## src/rtl/pad_scan_pkg.sv

```systemverilog
// Shared definitions for the serial gamepad scanner: FSM state encoding and
// the APB register map offsets.
package pad_scan_pkg;

    typedef enum logic [2:0] {
        ST_IDLE,
        ST_LATCH,
        ST_SAMPLE,
        ST_CLKHI,
        ST_DONE
    } scan_state_t;

    localparam logic [11:0] OFF_STATE  = 12'h000;
    localparam logic [11:0] OFF_PRESS  = 12'h010;
    localparam logic [11:0] OFF_CTRL   = 12'h020;
    localparam logic [11:0] OFF_FRAMES = 12'h024;

    localparam int CTRL_EN_BIT     = 0;
    localparam int CTRL_IRQ_EN_BIT = 1;

    // Per-pad registers sit at consecutive word addresses above a bank base.
    function automatic logic [11:0] pad_offset(input logic [11:0] base, input int idx);
        return base + 12'(4 * idx);
    endfunction

endpackage

```

## src/rtl/pad_shift_chan.sv

```systemverilog
// One gamepad channel: serial shift register, debounced-by-frame button state
// and sticky newly-pressed bits with write-one-to-clear.
module pad_shift_chan
    import pad_scan_pkg::*;
#(
    parameter int NUM_BITS = 8
) (
    input  logic                clk,
    input  logic                rst_n,
    input  logic                shift_en,
    input  logic                sample_bit,
    input  logic                clear_shift,
    input  logic                commit,
    input  logic                w1c_en,
    input  logic [NUM_BITS-1:0] w1c_mask,
    output logic [NUM_BITS-1:0] btn_state,
    output logic [NUM_BITS-1:0] press
);

    logic [NUM_BITS-1:0] shift_reg;
    logic [NUM_BITS-1:0] new_press;
    logic [NUM_BITS-1:0] clr_mask;
    logic [NUM_BITS-1:0] press_next;

    // A bit set by the frame commit survives a coincident W1C of that bit.
    always_comb begin
        new_press  = commit ? (shift_reg & ~btn_state) : '0;
        clr_mask   = w1c_en ? w1c_mask : '0;
        press_next = (press & ~clr_mask) | new_press;
    end

    always_ff @(posedge clk or negedge rst_n) begin
        if (!rst_n) begin
            shift_reg <= '0;
            btn_state <= '0;
            press     <= '0;
        end else begin
            if (clear_shift) begin
                shift_reg <= '0;
            end else if (shift_en) begin
                shift_reg <= {shift_reg[NUM_BITS-2:0], sample_bit};
            end
            if (commit) begin
                btn_state <= shift_reg;
            end
            press <= press_next;
        end
    end

endmodule

```

## src/rtl/pad_scan_apb.sv

```systemverilog
// APB peripheral that periodically latches and shifts in NUM_PADS serial
// gamepads, exposing button state, sticky presses, a frame counter and an irq.
module pad_scan_apb
    import pad_scan_pkg::*;
#(
    parameter int NUM_PADS = 2,
    parameter int NUM_BITS = 8,
    parameter int DIV      = 150
) (
    input  logic                PCLK,
    input  logic                PRESERN,
    input  logic                PSEL,
    input  logic                PENABLE,
    input  logic                PWRITE,
    input  logic [11:0]         PADDR,
    input  logic [31:0]         PWDATA,
    output logic [31:0]         PRDATA,
    output logic                PREADY,
    output logic                PSLVERR,
    output logic                pad_latch,
    output logic                pad_clock,
    input  logic [NUM_PADS-1:0] pad_data,
    output logic                irq
);

    localparam int CNT_W = (DIV > 0) ? $clog2(DIV + 1) : 1;
    localparam int BIT_W = $clog2(NUM_BITS + 1);

    scan_state_t state;
    scan_state_t state_next;

    logic [CNT_W-1:0]    tick_cnt;
    logic                tick;
    logic [BIT_W-1:0]    bit_cnt;
    logic [15:0]         frames;
    logic [1:0]          ctrl;
    logic                en;
    logic                shift_en;
    logic                bit_inc;
    logic                clear_shift;
    logic                commit;
    logic                apb_write;
    logic                apb_read_setup;
    logic [31:0]         rdata;
    logic                any_press;
    logic [NUM_PADS-1:0] w1c_en;
    logic                unused_wdata;

    logic [NUM_BITS-1:0] pad_state [NUM_PADS];
    logic [NUM_BITS-1:0] pad_press [NUM_PADS];

    assign PREADY         = 1'b1;
    assign PSLVERR        = 1'b0;
    assign en             = ctrl[CTRL_EN_BIT];
    assign tick           = (tick_cnt == CNT_W'(DIV));
    assign apb_write      = PSEL & PENABLE & PWRITE;
    assign apb_read_setup = PSEL & ~PENABLE & ~PWRITE;
    assign unused_wdata   = ^PWDATA[31:NUM_BITS];

    for (genvar g = 0; g < NUM_PADS; g++) begin : g_chan
        assign w1c_en[g] = apb_write && (PADDR == pad_offset(OFF_PRESS, g));

        pad_shift_chan #(
            .NUM_BITS(NUM_BITS)
        ) u_chan (
            .clk        (PCLK),
            .rst_n      (PRESERN),
            .shift_en   (shift_en),
            .sample_bit (~pad_data[g]),
            .clear_shift(clear_shift),
            .commit     (commit),
            .w1c_en     (w1c_en[g]),
            .w1c_mask   (PWDATA[NUM_BITS-1:0]),
            .btn_state  (pad_state[g]),
            .press      (pad_press[g])
        );
    end

    always_ff @(posedge PCLK or negedge PRESERN) begin
        if (!PRESERN) begin
            state <= ST_IDLE;
        end else begin
            state <= state_next;
        end
    end

    always_comb begin
        state_next  = state;
        shift_en    = 1'b0;
        bit_inc     = 1'b0;
        clear_shift = 1'b0;
        commit      = 1'b0;
        case (state)
            ST_IDLE: begin
                if (tick && en) begin
                    state_next = ST_LATCH;
                end
            end
            ST_LATCH: begin
                if (tick) begin
                    state_next = ST_SAMPLE;
                end
            end
            ST_SAMPLE: begin
                if (tick) begin
                    shift_en   = 1'b1;
                    bit_inc    = 1'b1;
                    state_next = ST_CLKHI;
                end
            end
            ST_CLKHI: begin
                if (tick) begin
                    state_next = (bit_cnt == BIT_W'(NUM_BITS)) ? ST_DONE : ST_SAMPLE;
                end
            end
            ST_DONE: begin
                commit      = 1'b1;
                clear_shift = 1'b1;
                state_next  = ST_IDLE;
            end
            default: state_next = ST_IDLE;
        endcase
        // Disabling mid-frame abandons the partial frame without committing it.
        if (tick && !en && (state == ST_LATCH || state == ST_SAMPLE || state == ST_CLKHI)) begin
            state_next  = ST_IDLE;
            shift_en    = 1'b0;
            bit_inc     = 1'b0;
            clear_shift = 1'b1;
        end
    end

    // Pad strobes are registered from the next state so they never glitch.
    always_ff @(posedge PCLK or negedge PRESERN) begin
        if (!PRESERN) begin
            tick_cnt  <= '0;
            bit_cnt   <= '0;
            pad_latch <= 1'b0;
            pad_clock <= 1'b0;
            frames    <= '0;
        end else begin
            tick_cnt  <= tick ? '0 : tick_cnt + CNT_W'(1);
            pad_latch <= (state_next == ST_LATCH);
            pad_clock <= (state_next == ST_CLKHI);
            if (clear_shift) begin
                bit_cnt <= '0;
            end else if (bit_inc) begin
                bit_cnt <= bit_cnt + BIT_W'(1);
            end
            if (commit) begin
                frames <= frames + 16'd1;
            end
        end
    end

    always_comb begin
        rdata = '0;
        for (int i = 0; i < NUM_PADS; i++) begin
            if (PADDR == pad_offset(OFF_STATE, i)) begin
                rdata = 32'(pad_state[i]);
            end
            if (PADDR == pad_offset(OFF_PRESS, i)) begin
                rdata = 32'(pad_press[i]);
            end
        end
        if (PADDR == OFF_CTRL) begin
            rdata = {30'd0, ctrl};
        end
        if (PADDR == OFF_FRAMES) begin
            rdata = {16'd0, frames};
        end
    end

    always_ff @(posedge PCLK or negedge PRESERN) begin
        if (!PRESERN) begin
            ctrl   <= '0;
            PRDATA <= '0;
        end else begin
            if (apb_write && (PADDR == OFF_CTRL)) begin
                ctrl <= PWDATA[1:0];
            end
            if (apb_read_setup) begin
                PRDATA <= rdata;
            end
        end
    end

    always_comb begin
        any_press = 1'b0;
        for (int i = 0; i < NUM_PADS; i++) begin
            any_press = any_press | (|pad_press[i]);
        end
    end

    assign irq = ctrl[CTRL_IRQ_EN_BIT] & any_press;

endmodule

```

## config.mk

```make
export PLATFORM = sky130hd
export DESIGN_NAME = pad_scan_apb
export DESIGN_NICKNAME = d
export VERILOG_FILES = /design/src/rtl/pad_scan_pkg.sv /design/src/rtl/pad_shift_chan.sv /design/src/rtl/pad_scan_apb.sv
export SDC_FILE = /design/constraint.sdc
export NUM_CORES = 1
export LEC_CHECK = 0
export ABC_CLOCK_PERIOD_IN_PS = 2500
export CORE_ASPECT_RATIO = 0.9
export CORE_MARGIN = 3
export CORE_UTILIZATION = 52
export DETAILED_ROUTE_END_ITERATION = 16
export PLACE_DENSITY_LB_ADDON = 0.25
export SLEW_MARGIN = 10
export SYNTH_ARGS = -nofsm -noshare
export SYNTH_HDL_FRONTEND = slang
export SYNTH_HIERARCHICAL = 1
export SYNTH_SLANG_ARGS = --single-unit
```

## constraint.sdc

```tcl
create_clock -name PCLK -period 2.5 [get_ports PCLK]
set_input_delay 0.375 -clock PCLK [delete_from_list [all_inputs] [get_ports PCLK]]
set_output_delay 0.375 -clock PCLK [all_outputs]
set_load 0.02 [all_outputs]
```

==> results.txt <==
- After detailed routing, the number of vias per cell comes to 5.53.
- Gate Count Post-Synth: 430
* Kind of critical path: in -> reg
- In this run the power density over the cells is 536 nW/um2.
* Initial DRC count: 157
* Clock-pin slew on the worst setup and hold paths: roughly 0.1 ns
* Floorplan die height: 96.8 um
* I/O Buffers: 45
- The H-tree was split into 3 levels.
- Final worst-path cycle share: 96.0%
* Die Span X: 107 um
- Via count of the routed design: between 3,000 and 4,000
* Antenna Violating Nets Remaining: 0
- Share of flip-flops with an asynchronous set or reset after synthesis: 100%
* Highest-delay cell along the critical path: or4_4
- Of the cells placed in the final design, the portion with a size suffix greater than 1 is 13.0%.
- Clk Tree Root Cell: clkbuf_8
- Worst slack at placement: -0.286 ns
- In this run the count of I/O pins placed on the die edge is 88.
- The total overflow left after global routing is 0.
- FF-to-FF path depth: 5
* Max_cap viols: 0
- Final Skew: 0.0124 ns
* Unrepaired setup endpoints after global routing: no
- The tightest min-delay check is of the reg -> reg type.
- Floorplan core area: slightly below 9000 um2
- The worst setup path is captured at a flip-flop.
* Highest ir drop seen on vdd: 0.324 mV
* Core utilization of the finished layout: approximately 63%
- Area of the die: 10,300 um2
- Sequential fraction of the synthesis area: between 50% and 60%
* Kind of start point of the critical path: primary input
- Drt drc: 0
- The worst path needs between 2 and 2.5 ns of the cycle, external delays included.
- TritonCTS built the clock tree.
* Post-synth top flop: dfrtp_1
- The cell area that synthesis handed to floorplanning was ~4800 um2.
- Power comes to 2.97 mW.
- Number of library cell types mapped by synthesis: 57
* Count of endpoints failing setup in the final report: 0
- Initial core utilization: 54.6%
* Area added between synthesis and finish: 16.2%
* Routed length per instance: approximately 16 um
- Half-perimeter wire length after placement: 6.95 mm
- End of the worst register-to-register path: g_chan[0].u_chan/shift_reg[2]$_DFFE_PN0P_
- The clock reaches the later pin of the worst-skew pair after between 0.3 and 0.4 ns.
- All-layer global routing usage: 19.8%
* Number of standard-cell rows in the floorplan: 32
* R2R Setup Slk: 0.71 ns
- Most frequent CP cell: or4_4
- Total count of max-transition violations in the final report: 0
- Along the worst path, the maximum fanout reaches 8.
- In this run the most critical hold path is launched from g_chan[0].u_chan/btn_state[2]$_DFFE_PN0P_.
- Source of the worst register-to-register timing path: tick_cnt[5]$_DFF_PN0_
- The finished layout holds 603 standard cells, fillers aside.
* Number of fill cells: roughly 730
- Entering global routing, the biggest net connects 43 pins.
* Arrival time worst endpoint: 2.66 ns
- In the final design database the tool counted 535 nets.
* 1st-pass router iterations: 6
* Final setup TNS: 0 ns
- Count of endpoints failing hold in the final timing report: 0
* Hold Crit Endpoint: g_chan[0].u_chan/press[2]$_DFF_PN0_
- Timing would allow up to 0.417 GHz.
- Number of inserted diodes: 0
- In this run, CTS created clock tree buffers numbering 9.
- Sink Count: 99
* Status: completed
* Mapped Avg Cell Area: 11.1 um2
- For this block, the routed nets add up to 9.81 mm of wire.
- Delay contributed by the slowest stage of the critical path: 0.60 ns
- The congestion estimate from routability-driven global placement came to 0.828.
* Number of stages on the worst hold path: 1
* Post-route worst setup slack: roughly 0.1 ns
- The synthesized design contains 0 enable-type register cells.
* First-pass GRT wire length: about 17 mm
- Worst EP required: 2.76 ns
- The number of placed instances, taps included, is 586.
- Maximum count of clock buffers along a single path: 2
* Total of flip-flops plus latches after synthesis: 99
- The number of antenna violations at the first check in global routing came to 0.
- For this run, the number of Yosys warnings is 6.
- Via count of the first global-routing pass: 3,340
* Leakage power: 2.37 nW
- Traced cell by cell, the critical path runs through clkdlybuf4s50_1, or4_4, or4_4, nor4bb_2, buf_4, nand2_1, a32o_1.
==> critical path: cells and delay by family <==
family                 cells  cell delay [ns]
AND/OR/NAND/NOR            4             1.48
buffers and inverters      2             0.60
AO/OA/AOI/OAI              1             0.20
==> per-stage QoR <==
step                      hold WS [ns]  cell area, um2
after detailed placement         0.362            5270
after floorplan                 0.0794            4820
after global routing             0.502            5540
final                            0.460            5540
after CTS                        0.465            5520
after global placement           0.359            5270
==> layout make-up <==
| cell class | count | area [um2] | area share, % |
|---|---|---|---|
| well taps | 119 | 149 | 2.69 |
| clock inverters | 6 | 114 | 2.06 |
| clock buffers | 10 | 128 | 2.31 |
| inverters | 24 | 90.1 | 1.63 |
| flip-flops and latches | 99 | 2480 | 44.8 |
| repair buffers | 61 | 596 | 10.8 |
| multi-input cells | 284 | 1980 | 35.8 |
==> layer usage <==
metal  wire [um]  global-route usage [%]  share of wire [%]  vias up
li1            -                       -                  -     1578
met1        4540                    28.1                 46     1655
met2        4510                    30.3                 46       91
met3         612                    5.47                6.2       11
met4         143                    5.01                1.5        0
met5           0                       0                  0        -
==> cell usage in the layout (no fill, tap or decap), types with 12 or more instances in the layout <==
| cell | n |
|---|---|
| mux2i_1 | 17 |
| o2bb2ai_1 | 12 |
| xnor2_1 | 20 |
| conb_1 | 18 |
| nand2_1 | 37 |
| nor2_1 | 30 |
| clkdlybuf4s50_1 | 44 |
| dfrtp_1 | 99 |
| inv_1 | 24 |
| o21ai_2 | 16 |
| buf_4 | 14 |
==> power by group <==
| part | switching, mW | internal [mW] |
|---|---|---|
| logic | 0.0970 | 0.0619 |
| registers | 0.000333 | 1.60 |
| clock network | 0.540 | 0.666 |
| total | 0.637 | 2.33 |
==> cells in the mapped netlist, drive strengths merged, types with 2 or more instances <==
master / instances / area share, %
dfrtp: 99 / 52
nand2: 37 / 2.9
nor2: 30 / 2.4
buf: 29 / 5.2
inv: 24 / 1.9
o21ai: 23 / 3.7
xnor2: 20 / 3.7
mux2i: 17 / 3.6
o2bb2ai: 12 / 2.2
nor4: 10 / 1.4
nand3: 9 / 0.95
a22o: 8 / 1.5
a22oi: 8 / 1.3
clkbuf: 8 / 0.63
a211o: 6 / 1.1
nand4: 6 / 0.79
nor2b: 6 / 0.79
o221ai: 6 / 1.1
and3: 5 / 0.66
ha: 5 / 1.3
mux2: 5 / 1.2
a32o: 4 / 0.84
and2: 4 / 0.53
and4: 4 / 0.74
nor3: 4 / 0.42
o22ai: 4 / 0.53
xor2: 4 / 0.74
or4b: 3 / 0.63
a21oi: 2 / 0.21
clkdlybuf4s18: 2 / 0.42
conb: 2 / 0.16
nand2b: 2 / 0.26
nand4b: 2 / 0.37
nand4bb: 2 / 0.47
nor3b: 2 / 0.42
nor4b: 2 / 0.68
o21bai: 2 / 0.32
o31ai: 2 / 0.32
or2: 2 / 0.26
or4: 2 / 0.47
==> worst max-delay path by stage <==
stage	cells after the start	to	slack, ns	from
after CTS	7	g_chan[0].u_chan/press[4]$_DFF_PN0_	0.09	PADDR[9]
after detailed placement	7	g_chan[0].u_chan/press[4]$_DFF_PN0_	-0.29	PADDR[9]
after global routing	3	irq	0.004	g_chan[0].u_chan/press[7]$_DFF_PN0_
after global placement	7	g_chan[1].u_chan/press[7]$_DFF_PN0_	-0.25	PADDR[9]
final	7	g_chan[1].u_chan/press[4]$_DFF_PN0_	0.1	PADDR[9]
after floorplan	6	g_chan[1].u_chan/press[4]$_DFF_PN0_	0.23	PADDR[9]
==> logic make-up (layout without fill, tap and decap cells) <==
family | after synthesis | count (layout) | synth area share, %
muxes | 22 | 22 | 4.75
other | 2 | 18 | 0.158
buffers and inverters | 63 | 101 | 8.17
xor gates and xnor gates | 24 | 24 | 4.41
DFF | 99 | 99 | 52.0
and+or+nand+nor | 136 | 136 | 15.8
AOI/OAI and AO/OA | 79 | 79 | 13.4
adders and majority gates | 5 | 5 | 1.31
==> what timing repair did <==
| item | 4_1_cts | 5_1_grt |
|---|---|---|
| hold endpoints to repair | 33 | 0 |
| endpoints found under the setup margin | 0 | 3 |
| buffers inserted | 0 | 0 |
| resized for setup | 0 | 2 |
| hold buffers | 1 | 0 |
(Power assumes the default switching activity.)
